--- src/rtl/uart_rx_fifo_pkg.sv ---
// -----------------------------------------------------------------------------
// uart_rx_fifo_pkg
// Shared definitions for the UART receive FIFO, the UART core and uart_regs:
//   - rdr word bit-field offsets
//   - trigger-level encodings of the cr trig_lvl field
//   - error-flag bit order {break, framing, parity}
//   - helpers that decode the trigger level and pack the rdr word
// -----------------------------------------------------------------------------
package uart_rx_fifo_pkg;

   // rdr word layout: {16'h0, valid, cnt[3:0], err[2:0], data[7:0]}
   localparam int DATA_LSB    = 0;
   localparam int ERR_LSB     = 8;
   localparam int CNT_LSB     = 11;
   localparam int VALID_BIT   = 15;
   localparam int DATA_W      = 8;
   localparam int CNT_FIELD_W = 4;

   // cr trig_lvl encodings
   typedef enum logic [1:0] {
      TRIG_1         = 2'b00,
      TRIG_4         = 2'b01,
      TRIG_8         = 2'b10,
      TRIG_NEAR_FULL = 2'b11
   } trig_lvl_e;

   // Error flags in the order the uart core reports them (MSB first).
   typedef struct packed {
      logic brk;
      logic framing;
      logic parity;
   } rx_err_t;

   // One FIFO entry: error flags above the character.
   typedef struct packed {
      rx_err_t           err;
      logic [DATA_W-1:0] data;
   } rx_entry_t;

   localparam int ENTRY_W = $bits(rx_entry_t);

   // Number of held entries at which trig_o asserts.
   function automatic logic [6:0] trig_level(input trig_lvl_e lvl, input logic [6:0] depth);
      logic [6:0] level;
      case (lvl)
         TRIG_1:         level = 7'd1;
         TRIG_4:         level = 7'd4;
         TRIG_8:         level = 7'd8;
         TRIG_NEAR_FULL: level = depth - 7'd2;
         default:        level = 7'd1;
      endcase
      return level;
   endfunction

   // Assemble the 32-bit rdr word from the head entry and the fill count.
   function automatic logic [31:0] pack_rdr(input logic valid,
                                            input logic [CNT_FIELD_W-1:0] cnt,
                                            input rx_entry_t entry);
      logic [31:0] word;
      word                             = 32'h0000_0000;
      word[VALID_BIT]                  = valid;
      word[CNT_LSB +: CNT_FIELD_W]     = cnt;
      word[ERR_LSB +: $bits(rx_err_t)] = entry.err;
      word[DATA_LSB +: DATA_W]         = entry.data;
      return word;
   endfunction

endpackage

--- src/rtl/uart_fifo_mem.sv ---
// -----------------------------------------------------------------------------
// uart_fifo_mem
// DEPTH x W dual-port register array: synchronous write, asynchronous read,
// so synthesis maps it onto distributed RAM. Contents are not reset; the
// surrounding FIFO tracks validity with its own count.
// Ports:
//   clk    in  1   clock
//   we     in  1   write enable
//   waddr  in  AW  write address
//   wdata  in  W   write data
//   raddr  in  AW  read address
//   rdata  out W   read data (combinational)
// -----------------------------------------------------------------------------
module uart_fifo_mem #(
   parameter int DEPTH = 16,
   parameter int AW    = 4,
   parameter int W     = 11
) (
   input  logic          clk,
   input  logic          we,
   input  logic [AW-1:0] waddr,
   input  logic [W-1:0]  wdata,
   input  logic [AW-1:0] raddr,
   output logic [W-1:0]  rdata
);

   logic [W-1:0] mem_q [DEPTH];

   // Write port.
   always_ff @(posedge clk) begin
      if (we) begin
         mem_q[waddr] <= wdata;
      end
   end

   assign rdata = mem_q[raddr];

endmodule

--- src/rtl/uart_rx_fifo.sv ---
// -----------------------------------------------------------------------------
// uart_rx_fifo
// First-word-fall-through receive buffer between the uart deserialiser and
// the rdr register. Holds characters with their error flags, presents the
// head as a registered 32-bit rdr word and produces trigger, timeout and
// sticky overrun status.
// Ports:
//   clk, rst               clock, synchronous active-high reset
//   push_valid/data/err    character from the deserialiser (one-cycle pulse)
//   rx_read                rdr read, pops the head
//   sr_read                sr read, clears overrun_o
//   flush                  discard all entries
//   char_tick              one pulse per character time
//   trig_lvl               trigger level select (1, 4, 8, DEPTH-2)
//   rdr_o                  {16'h0, valid, cnt[3:0], err[2:0], data[7:0]}
//   count_o                entries held, 0..DEPTH
//   empty_o, full_o        fill status
//   trig_o                 count_o >= trigger level
//   timeout_o              non-empty and idle for TO_CHARS character times
//   overrun_o              sticky: a push was dropped while full
// -----------------------------------------------------------------------------
module uart_rx_fifo
   import uart_rx_fifo_pkg::*;
#(
   parameter int DEPTH    = 16,
   parameter int AW       = 4,
   parameter int TO_CHARS = 4
) (
   input  logic          clk,
   input  logic          rst,
   input  logic          push_valid,
   input  logic [7:0]    push_data,
   input  logic [2:0]    push_err,
   input  logic          rx_read,
   input  logic          sr_read,
   input  logic          flush,
   input  logic          char_tick,
   input  logic [1:0]    trig_lvl,
   output logic [31:0]   rdr_o,
   output logic [AW:0]   count_o,
   output logic          empty_o,
   output logic          full_o,
   output logic          trig_o,
   output logic          timeout_o,
   output logic          overrun_o
);

   localparam logic [AW:0]   DEPTH_CNT = (AW+1)'(DEPTH);
   localparam logic [AW:0]   CNT_ONE   = {{AW{1'b0}}, 1'b1};
   localparam logic [AW-1:0] PTR_ONE   = {{(AW-1){1'b0}}, 1'b1};

   logic [AW-1:0] wr_ptr_q, wr_ptr_d;
   logic [AW-1:0] rd_ptr_q, rd_ptr_d;
   logic [AW:0]   count_q, count_d;
   logic [2:0]    to_cnt_q, to_cnt_d;
   logic          empty_q, empty_d;
   logic          full_q, full_d;
   logic          trig_q, trig_d;
   logic          timeout_q, timeout_d;
   logic          overrun_q, overrun_d;
   logic [31:0]   rdr_q, rdr_d;

   logic          push_acc_s;
   logic          pop_s;
   logic          ovr_set_s;
   logic          bypass_s;
   rx_entry_t     push_entry_s;
   rx_entry_t     mem_rdata_s;
   rx_entry_t     head_s;

   // Storage. The read address is the next read pointer so that rdr_q can be
   // loaded with the new head at the same edge the pointers move.
   uart_fifo_mem #(
      .DEPTH (DEPTH),
      .AW    (AW),
      .W     (ENTRY_W)
   ) u_mem (
      .clk   (clk),
      .we    (push_acc_s),
      .waddr (wr_ptr_q),
      .wdata (push_entry_s),
      .raddr (rd_ptr_d),
      .rdata (mem_rdata_s)
   );

   // Next-state logic for pointers, count, status flags and the rdr word.
   always_comb begin
      push_entry_s.err  = push_err;
      push_entry_s.data = push_data;

      // Flush overrides everything and silently discards a same-cycle push.
      // A push while full is still accepted when a pop frees a slot.
      push_acc_s = push_valid && (!full_q || rx_read) && !flush;
      pop_s      = rx_read && !empty_q && !flush;
      ovr_set_s  = push_valid && full_q && !rx_read && !flush;

      if (flush) begin
         wr_ptr_d = '0;
         rd_ptr_d = '0;
         count_d  = '0;
      end else begin
         wr_ptr_d = push_acc_s ? (wr_ptr_q + PTR_ONE) : wr_ptr_q;
         rd_ptr_d = pop_s ? (rd_ptr_q + PTR_ONE) : rd_ptr_q;
         case ({push_acc_s, pop_s})
            2'b10:   count_d = count_q + CNT_ONE;
            2'b01:   count_d = count_q - CNT_ONE;
            default: count_d = count_q;
         endcase
      end

      empty_d = (count_d == '0);
      full_d  = (count_d == DEPTH_CNT);

      if (ovr_set_s) begin
         overrun_d = 1'b1;
      end else if (sr_read) begin
         overrun_d = 1'b0;
      end else begin
         overrun_d = overrun_q;
      end

      // Idle counter restarts on any FIFO activity and is held at zero while
      // empty; it saturates so a long idle period cannot wrap back below
      // the threshold.
      if (push_acc_s || pop_s || flush || empty_q) begin
         to_cnt_d = 3'd0;
      end else if (char_tick && (to_cnt_q != 3'd7)) begin
         to_cnt_d = to_cnt_q + 3'd1;
      end else begin
         to_cnt_d = to_cnt_q;
      end
      timeout_d = (to_cnt_d >= 3'(TO_CHARS)) && !empty_d;

      trig_d = (7'(count_d) >= trig_level(trig_lvl_e'(trig_lvl), 7'(DEPTH)));

      // The new head is the entry being written this cycle exactly when the
      // FIFO will hold a single entry that arrives now (push into empty, or
      // push+pop with one entry held); the RAM does not have it yet.
      bypass_s = push_acc_s && (count_d == CNT_ONE);
      if (bypass_s) begin
         head_s = push_entry_s;
      end else begin
         head_s = mem_rdata_s;
      end

      // Count field is 4 bits wide: zero-extended for small FIFOs,
      // low bits only when DEPTH needs more than 4 bits.
      if (empty_d) begin
         rdr_d = 32'h0000_0000;
      end else begin
         rdr_d = pack_rdr(1'b1, 4'(count_d), head_s);
      end
   end

   // State registers.
   always_ff @(posedge clk) begin
      if (rst) begin
         wr_ptr_q  <= '0;
         rd_ptr_q  <= '0;
         count_q   <= '0;
         to_cnt_q  <= 3'd0;
         empty_q   <= 1'b1;
         full_q    <= 1'b0;
         trig_q    <= 1'b0;
         timeout_q <= 1'b0;
         overrun_q <= 1'b0;
         rdr_q     <= 32'h0000_0000;
      end else begin
         wr_ptr_q  <= wr_ptr_d;
         rd_ptr_q  <= rd_ptr_d;
         count_q   <= count_d;
         to_cnt_q  <= to_cnt_d;
         empty_q   <= empty_d;
         full_q    <= full_d;
         trig_q    <= trig_d;
         timeout_q <= timeout_d;
         overrun_q <= overrun_d;
         rdr_q     <= rdr_d;
      end
   end

   assign rdr_o     = rdr_q;
   assign count_o   = count_q;
   assign empty_o   = empty_q;
   assign full_o    = full_q;
   assign trig_o    = trig_q;
   assign timeout_o = timeout_q;
   assign overrun_o = overrun_q;

endmodule

--- config.mk ---
export PLATFORM = sky130hd
export DESIGN_NAME = uart_rx_fifo
export DESIGN_NICKNAME = d
export VERILOG_FILES = /design/src/rtl/uart_rx_fifo_pkg.sv /design/src/rtl/uart_fifo_mem.sv /design/src/rtl/uart_rx_fifo.sv
export SDC_FILE = /design/constraint.sdc
export NUM_CORES = 1
export LEC_CHECK = 0
export CAP_MARGIN = 20
export CORE_MARGIN = 4
export CORE_UTILIZATION = 45
export DETAILED_ROUTE_END_ITERATION = 12
export PLACE_DENSITY = 0.61
export SLEW_MARGIN = 20
export SYNTH_ARGS = -nofsm -noshare
export SYNTH_HDL_FRONTEND = slang
export SYNTH_SLANG_ARGS = --single-unit
--- constraint.sdc ---
create_clock -name clk -period 4.7 [get_ports clk]
set_input_delay 0.705 -clock clk [delete_from_list [all_inputs] [get_ports clk]]
set_output_delay 0.705 -clock clk [all_outputs]
set_load 0.05 [all_outputs]
; After elaboration in Yosys (flattened, before gate mapping)
; Memory sizes are Yosys's and may differ from the RTL's.
; Index checks and enable logic that the tools add are counted.
[classes]
add_sub_neg = 5
order_cmp = 2
eq_ne = 8
n_mux = 13
reduce_logical = 24
[op_table]
columns = op, n
row1 = $pmux W7 S4, 1
row2 = $mux W16, 1
row3 = $mux W11, 1
row4 = $logic_and A1 B1 Y1, 10
row5 = $pmux W5 S2, 1
row6 = $add A4 B1 Y4 const B, 2
row7 = $mux W4, 2
row8 = $ge A5 B7 Y1, 1
row9 = $eq A2 B2 Y1 const B, 3
row10 = $mux W3, 2
row11 = $add A5 B1 Y5 const B, 1
row12 = $eq A5 B1 Y1 const B, 1
row13 = $eq A5 B5 Y1 const B, 1
row14 = $logic_not A1 Y1, 5
row15 = $logic_not A5 Y1, 1
row16 = $mux W5, 1
row17 = $sub A5 B1 Y5 const B, 1
row18 = $eq A2 B1 Y1 const B, 2
row19 = $logic_or A1 B1 Y1, 4
row20 = $mux W1, 4
row21 = $reduce_or A2 Y1, 2
row22 = $add A3 B1 Y3 const B, 1
row23 = $ge A3 B3 Y1 const B, 1
row24 = $ne A3 B3 Y1 const B, 1
row25 = 2 further kinds, 2
[totals]
ff_bits = 53
ramBits = 176
input_bits = 20
mem_count = 1
[mem_list]
columns = memory, words, width, read_ports, rd_ports_with_merged_regs, wr, line_no
row1 = u_mem.mem_q, 16, 11, 1, 0, 1, uart_fifo_mem.sv:27  ; logic [W-1:0] mem_q [DEPTH];

; Longest topological paths before layout
[logic_depth]
depth_word = 11
mapped_depth = 17
depth_no_buf = 15

; Modules after synthesis
; Synthesis repeated with hierarchy kept, for this count alone.
[hier_totals]
cells_unflattened = 480
hier_area_um2 = 8619.5
[modules_own_cells]
columns = mod, n_inst, cells_each, area_per_inst_um2, seq_area_each_um2
row1 = uart_fifo_mem, 1, 294, 6819.0, 5285.1
row2 = uart_rx_fifo, 1, 186, 1800.5, 740.7

; Worst setup path before layout
; No wires, ideal clock.
[synth_path]
path_kind = input port to flip-flop
start = input port rx_read
end = register rdr_q[0] (netlist: rdr_o[0])
setup_ns = 0.120
arrival_ns = 3.570
required_ns = 4.580
slack_ns = 1.010
cell_stages = 15
path_buffers = 2
path_cell_list = nor2b_1 -> nor3b_2 -> inv_1 -> ha_1 -> buf_2 -> xor2_1 -> ha_1 -> nor3b_1 -> a2111oi_0 -> o21ai_1 -> xor2_1 -> nand3_1 -> o21ai_0 -> buf_2 -> nor3_1
[synth_via]
elab_chain_len = 9
elab_cells_between_ends = 17
[synth_lines]
columns = element, line_no
row1 = "start, declared", uart_rx_fifo.sv:34  ; input logic rx_read,
row2 = $logic_or A1 B1 Y1, uart_rx_fifo.sv:93  ; push_acc_s = push_valid && (!full_q || rx_read) && !flush;
row3 = $logic_and A1 B1 Y1 (2 in a row), uart_rx_fifo.sv:93
row4 = $eq A2 B1 Y1 or $eq A2 B2 Y1 (tied branches), uart_rx_fifo.sv:104  ; case ({push_acc_s, pop_s})
row5 = $pmux W5 S2, uart_rx_fifo.sv:104
row6 = $mux W5, uart_rx_fifo.sv:97  ; if (flush) begin
row7 = $eq A5 B1 Y1, uart_rx_fifo.sv:139  ; bypass_s = push_acc_s && (count_d == CNT_ONE);
row8 = $logic_and A1 B1 Y1, uart_rx_fifo.sv:139
row9 = $mux W11, uart_rx_fifo.sv:140  ; if (bypass_s) begin
row10 = "end signal, assigned", uart_rx_fifo.sv:178  ; rdr_q <= rdr_d;
row11 = "end, declared", uart_rx_fifo.sv:61  ; logic [31:0] rdr_q, rdr_d;
; Parallel ways exist; a longest one is shown, timed or not.
; A chain may end at the register's enable or synchronous reset.

; Final worst setup path
; Ends and elaborated chain as after synthesis.

==> impl_metrics.prom <==
# TYPE chip_impl_metric gauge
chip_impl_metric{name="clock.fmax",unit="MHz"} 266
chip_impl_metric{name="power_per_cell_area",unit="mW/mm²"} 394
chip_impl_metric{name="clkSinkCount",unit=""} 213
chip_impl_metric{name="layout.filler_cells",unit=""} 1607
chip_impl_metric{name="fp-row-count",unit=""} 51
chip_impl_metric{name="grt_use_total",unit=""} 0.166
chip_impl_info{name="crit_path_cell_trace",value="clkdlybuf4s50_1, nor2b_1, nor3b_2, inv_1, ha_1, xor2_1, ha_1, nor3b_1, a2111oi_0, o21ai_1, xor2_1, o2111ai_1, buf_4, and3_1, nor3_1"} 1
chip_impl_metric{name="grt_antenna_before_repair",unit=""} 0
chip_impl_metric{name="design.core.area",unit="mm²"} 0.0194
chip_impl_metric{name="synth_cell_type_count",unit=""} 54
chip_impl_metric{name="fp.dieW",unit="µm"} 148
chip_impl_metric{name="finClkSkew",unit="ns"} 0.0128
chip_impl_metric{name="clk_latency",unit="ns"} 0.49
chip_impl_metric{name="netSwitchingPower",unit="µW"} 817
chip_impl_metric{name="synthesis.area_per_instance",unit="µm²"} 15.7
chip_impl_metric{name="peakVddDrop",unit="mV"} 0.283
chip_impl_info{name="category_of_the_most_critical_setup_path",value="in -> reg"} 1
chip_impl_metric{name="post_synth_instance_area",unit="mm²"} 0.00884
chip_impl_info{name="worstReg2RegStart",value="empty_o"} 1
chip_impl_metric{name="finalWeightedCongestion",unit=""} 0.799
chip_impl_metric{name="port_buffers",unit=""} 45
chip_impl_info{name="timing.critical_path.from",value="rx_read"} 1
chip_impl_info{name="worst_path_dominant_cell_family",value="buffers and inverters"} 1
chip_impl_info{name="largest_area_contributor_in_the_netlist",value="sky130_fd_sc_hd__edfxtp_1"} 1
chip_impl_metric{name="critPathMaxStageDelay",unit="ns"} 0.56
chip_impl_metric{name="worst-path-stages",unit=""} 15
chip_impl_metric{name="netSwitchingFraction",unit=""} 0.200
chip_impl_info{name="timing.hold.worst.class",value="reg -> reg"} 1
chip_impl_metric{name="drt-pass1-iter-count",unit=""} 5
chip_impl_metric{name="cts.path.max_buffers",unit=""} 3
chip_impl_metric{name="wl_per_cell",unit="µm"} 20.1
chip_impl_metric{name="tritoncts_buffer_count",unit=""} 23
chip_impl_metric{name="min_delay_path_depth",unit=""} 2
chip_impl_metric{name="drt_iter0_markers",unit=""} 457
chip_impl_metric{name="timing.critical_path.arrival",unit="ns"} 4.17
chip_impl_metric{name="antenna_cells",unit=""} 0
chip_impl_metric{name="clk_transition_reported_paths",unit="ns"} 0.06
chip_impl_metric{name="dieHeight",unit="µm"} 148
chip_impl_info{name="worstSetupEndpoint",value="rdr_o[0]"} 1
chip_impl_metric{name="grt_max_degree",unit=""} 55
chip_impl_metric{name="power_frac_clock",unit=""} 0.452
chip_impl_metric{name="comb_power_share",unit=""} 0.044
chip_impl_metric{name="setup_total_negative_slack",unit="ns"} 0
chip_impl_metric{name="wl",unit="µm"} 18100
chip_impl_metric{name="initial_utilization",unit=""} 0.456
chip_impl_metric{name="grt_pass1_wl",unit="µm"} 28500
chip_impl_info{name="rr_endpoint",value="rdr_o[0]"} 1
chip_impl_metric{name="floorplan.die_area",unit="mm²"} 0.0220
chip_impl_info{name="synth_top_cells_by_area",value="sky130_fd_sc_hd__edfxtp_1, sky130_fd_sc_hd__dfxtp_1, sky130_fd_sc_hd__mux4_2, sky130_fd_sc_hd__mux2i_1, sky130_fd_sc_hd__mux4_1"} 1
chip_impl_metric{name="final_min_period_over_clock_period",unit=""} 0.801
chip_impl_metric{name="async_flop_share",unit=""} 0
chip_impl_metric{name="max_transition_viols_final",unit=""} 0
chip_impl_metric{name="synthesized_flop_and_latch_total",unit=""} 213
chip_impl_metric{name="timing.max_slew.rel_slack",unit=""} 0.259
chip_impl_info{name="critical-path-slowest-cell",value="sky130_fd_sc_hd__clkdlybuf4s50_1"} 1
chip_impl_metric{name="period_minus_slack",unit="ns"} 3.77
chip_impl_metric{name="drt-vias-per-instance",unit=""} 5.50
chip_impl_info{name="cts_tree",value="built"} 1
chip_impl_metric{name="r2r.worst_path.cells",unit=""} 14
chip_impl_metric{name="synth_enable_flop_cells",unit=""} 176
chip_impl_info{name="unrepaired_setup_endpoints_after_global_routing",value="no"} 1
chip_impl_info{name="critical_path.startpoint_type",value="primary input"} 1
chip_impl_metric{name="synth_seq_area_share",unit=""} 0.682
chip_impl_metric{name="overflow",unit=""} 0
chip_impl_metric{name="finalHoldViolCount",unit=""} 0
chip_impl_metric{name="fin_util",unit=""} 0.533
chip_impl_metric{name="ys_warn_count",unit=""} 0
chip_impl_metric{name="static-leakage-power",unit="µW"} 0.00373
chip_impl_metric{name="maxCapViolCount",unit=""} 0
chip_impl_info{name="run_status",value="finished, final reports clean"} 1
chip_impl_metric{name="post-dp-hpwl",unit="µm"} 11500
chip_impl_metric{name="synth.top_cell.area_share",unit=""} 0.598
chip_impl_metric{name="sequential_power_share",unit=""} 0.505
chip_impl_info{name="ctsRootBufferMaster",value="sky130_fd_sc_hd__clkbuf_16"} 1
chip_impl_metric{name="cp_data_required_time",unit="ns"} 5.11
chip_impl_metric{name="post_synth_inst_count",unit=""} 563
chip_impl_metric{name="setup_violations_final",unit=""} 0
chip_impl_metric{name="ios",unit=""} 62
chip_impl_metric{name="nNetsFinal",unit=""} 655
chip_impl_metric{name="syn2layout_area_growth",unit="%"} 16.9
chip_impl_metric{name="crit_path_max_fanout",unit=""} 22
chip_impl_metric{name="num_vias",unit=""} 4957
chip_impl_metric{name="share_of_cells_above_drive_strength_1",unit=""} 0.131
chip_impl_metric{name="internal_power",unit="µW"} 3260
chip_impl_metric{name="r2r_slack",unit="ns"} 1.32
chip_impl_metric{name="route.antenna.remaining_nets",unit=""} 0
chip_impl_metric{name="design_power_total",unit="µW"} 4080
chip_impl_info{name="ys.flop_type",value="sky130_fd_sc_hd__edfxtp_1"} 1
chip_impl_metric{name="route.detailed.drc",unit=""} 0
chip_impl_metric{name="grt_pass1_vias",unit=""} 4959
chip_impl_metric{name="post_cts.repair.setup_buffers",unit=""} 0
chip_impl_metric{name="timing_worst_slew_pin_value",unit="ns"} 1.11
chip_impl_metric{name="cts_hold_repair.buffers",unit=""} 0
chip_impl_metric{name="postCtsResizedCells",unit=""} 0
chip_impl_metric{name="critical_path_buf_inv_count",unit=""} 3
chip_impl_metric{name="htreeDepth",unit=""} 1
chip_impl_info{name="cp-end-kind",value="flop"} 1
## sequential cells by signal, summed over array words and instances, names as in the netlist
name         flops
count_o          5
empty_o          1
to_cnt_q         3
overrun_o        1
rd_ptr_q         4
full_o           1
rdr_o           16
trig_o           1
u_mem.mem_q    176
timeout_o        1
wr_ptr_q         4
## per-layer routing
| metal | global-route usage | vias up | part of all wire |
|---|---|---|---|
| li1 | - | 2268 | - |
| met1 | 0.237 | 2507 | 0.46 |
| met2 | 0.274 | 151 | 0.47 |
| met3 | 0.0250 | 31 | 0.050 |
| met4 | 0.0374 | 0 | 0.020 |
| met5 | 0 | - | 0 |
## kinds of logic (layout without fill, tap and decap cells)
kind of cell | Yosys count | count (layout) | synth area share
adders and majority gates | 15 | 15 | 0.0212
buffers and inverters | 52 | 110 | 0.0342
xor gates and xnor gates | 13 | 13 | 0.0137
other | 1 | 16 | 0.000424
AOI/OAI and AO/OA | 73 | 73 | 0.0614
muxes | 62 | 62 | 0.111
and+or+nand+nor | 134 | 134 | 0.0768
DFF | 213 | 213 | 0.682
## cell usage in the layout, fill, tap and decap left out, drive strengths merged, types with 10 or more instances in the layout
| cell type | n |
|---|---|
| o21ai | 10 |
| o22ai | 10 |
| mux4 | 24 |
| a2bb2oi | 10 |
| inv | 10 |
| conb | 16 |
| o211ai | 11 |
| nor3 | 22 |
| ha | 15 |
| and3 | 12 |
| edfxtp | 176 |
| clkbuf | 31 |
| clkdlybuf4s50 | 45 |
| nand2 | 14 |
| buf | 14 |
| a221oi | 10 |
| nor2 | 51 |
| dfxtp | 37 |
| mux2i | 37 |
## synthesized netlist by cell type (4+ instances only)
| library cell | n |
|---|---|
| sky130_fd_sc_hd__o22ai_1 | 10 |
| sky130_fd_sc_hd__buf_4 | 20 |
| sky130_fd_sc_hd__and2_1 | 6 |
| sky130_fd_sc_hd__o21ai_0 | 6 |
| sky130_fd_sc_hd__nor2_1 | 50 |
| sky130_fd_sc_hd__clkbuf_1 | 8 |
| sky130_fd_sc_hd__a31oi_1 | 4 |
| sky130_fd_sc_hd__ha_1 | 15 |
| sky130_fd_sc_hd__buf_2 | 8 |
| sky130_fd_sc_hd__o21ai_1 | 4 |
| sky130_fd_sc_hd__nand2_1 | 14 |
| sky130_fd_sc_hd__mux4_1 | 8 |
| sky130_fd_sc_hd__a221oi_1 | 10 |
| sky130_fd_sc_hd__a21oi_1 | 8 |
| sky130_fd_sc_hd__mux2i_1 | 35 |
| sky130_fd_sc_hd__nor3_1 | 22 |
| sky130_fd_sc_hd__xnor2_1 | 5 |
| sky130_fd_sc_hd__inv_1 | 10 |
| sky130_fd_sc_hd__xor2_1 | 7 |
| sky130_fd_sc_hd__nor2b_1 | 4 |
| sky130_fd_sc_hd__edfxtp_1 | 176 |
| sky130_fd_sc_hd__nand3b_1 | 6 |
| sky130_fd_sc_hd__and3_1 | 12 |
| sky130_fd_sc_hd__mux4_2 | 16 |
| sky130_fd_sc_hd__dfxtp_1 | 37 |
| sky130_fd_sc_hd__a2bb2oi_1 | 10 |
| sky130_fd_sc_hd__o211ai_1 | 11 |
## worst min-delay path by stage
stage / to / slack, ns / from
floorplan: to_cnt_q[1] / 0.46 / to_cnt_q[1]
detailed placement: overrun_o / 0.48 / overrun_o
global route: overrun_o / 0.54 / overrun_o
finish: overrun_o / 0.49 / overrun_o
CTS: overrun_o / 0.50 / overrun_o
global placement: overrun_o / 0.47 / overrun_o
## stage by stage
stage | instances | cell area (µm²) | setup slack [ns] | hold slack [ns]
floorplan | 578 | 8900 | 1.01 | 0.465
global placement | 860 | 9540 | 0.650 | 0.474
detailed placement | 860 | 9550 | 0.474 | 0.485
CTS | 901 | 10300 | 0.964 | 0.502
global route | 901 | 10300 | 0.603 | 0.537
finish | 901 | 10300 | 0.934 | 0.493
## power by group through the flow
stage          Sequential (µW)  Clock [µW]  Combinational [µW]
2_1_floorplan             2110           0                98.0
3_3_place_gp              2100           0                 173
3_5_place_dp              2100           0                 178
4_1_cts                   2060        1880                 178
5_1_grt                   2060        1960                 191
6_report                  2060        1840                 177
## cell type report
class | instances | area, µm² | share of cell area
Clock inverter | 10 | 154 | 0.0149
Clock buffer | 31 | 626 | 0.0605
Tap cell | 265 | 332 | 0.0321
Multi-Input combinational cell | 313 | 2590 | 0.251
Inverter | 10 | 37.5 | 0.00363
Sequential cell | 213 | 6030 | 0.583
Timing Repair Buffer | 59 | 568 | 0.0550
## worst register-to-register path: cells and delay by family, from the launching register on
kind | cells | cell delay (ns)
compound gates | 4 | 0.77
buf+inv | 2 | 0.32
flops | 1 | 0.35
simple gates | 4 | 0.83
fa+ha+maj | 2 | 0.54
xor+xnor | 2 | 0.47
Power figures use the tool's default switching activity.
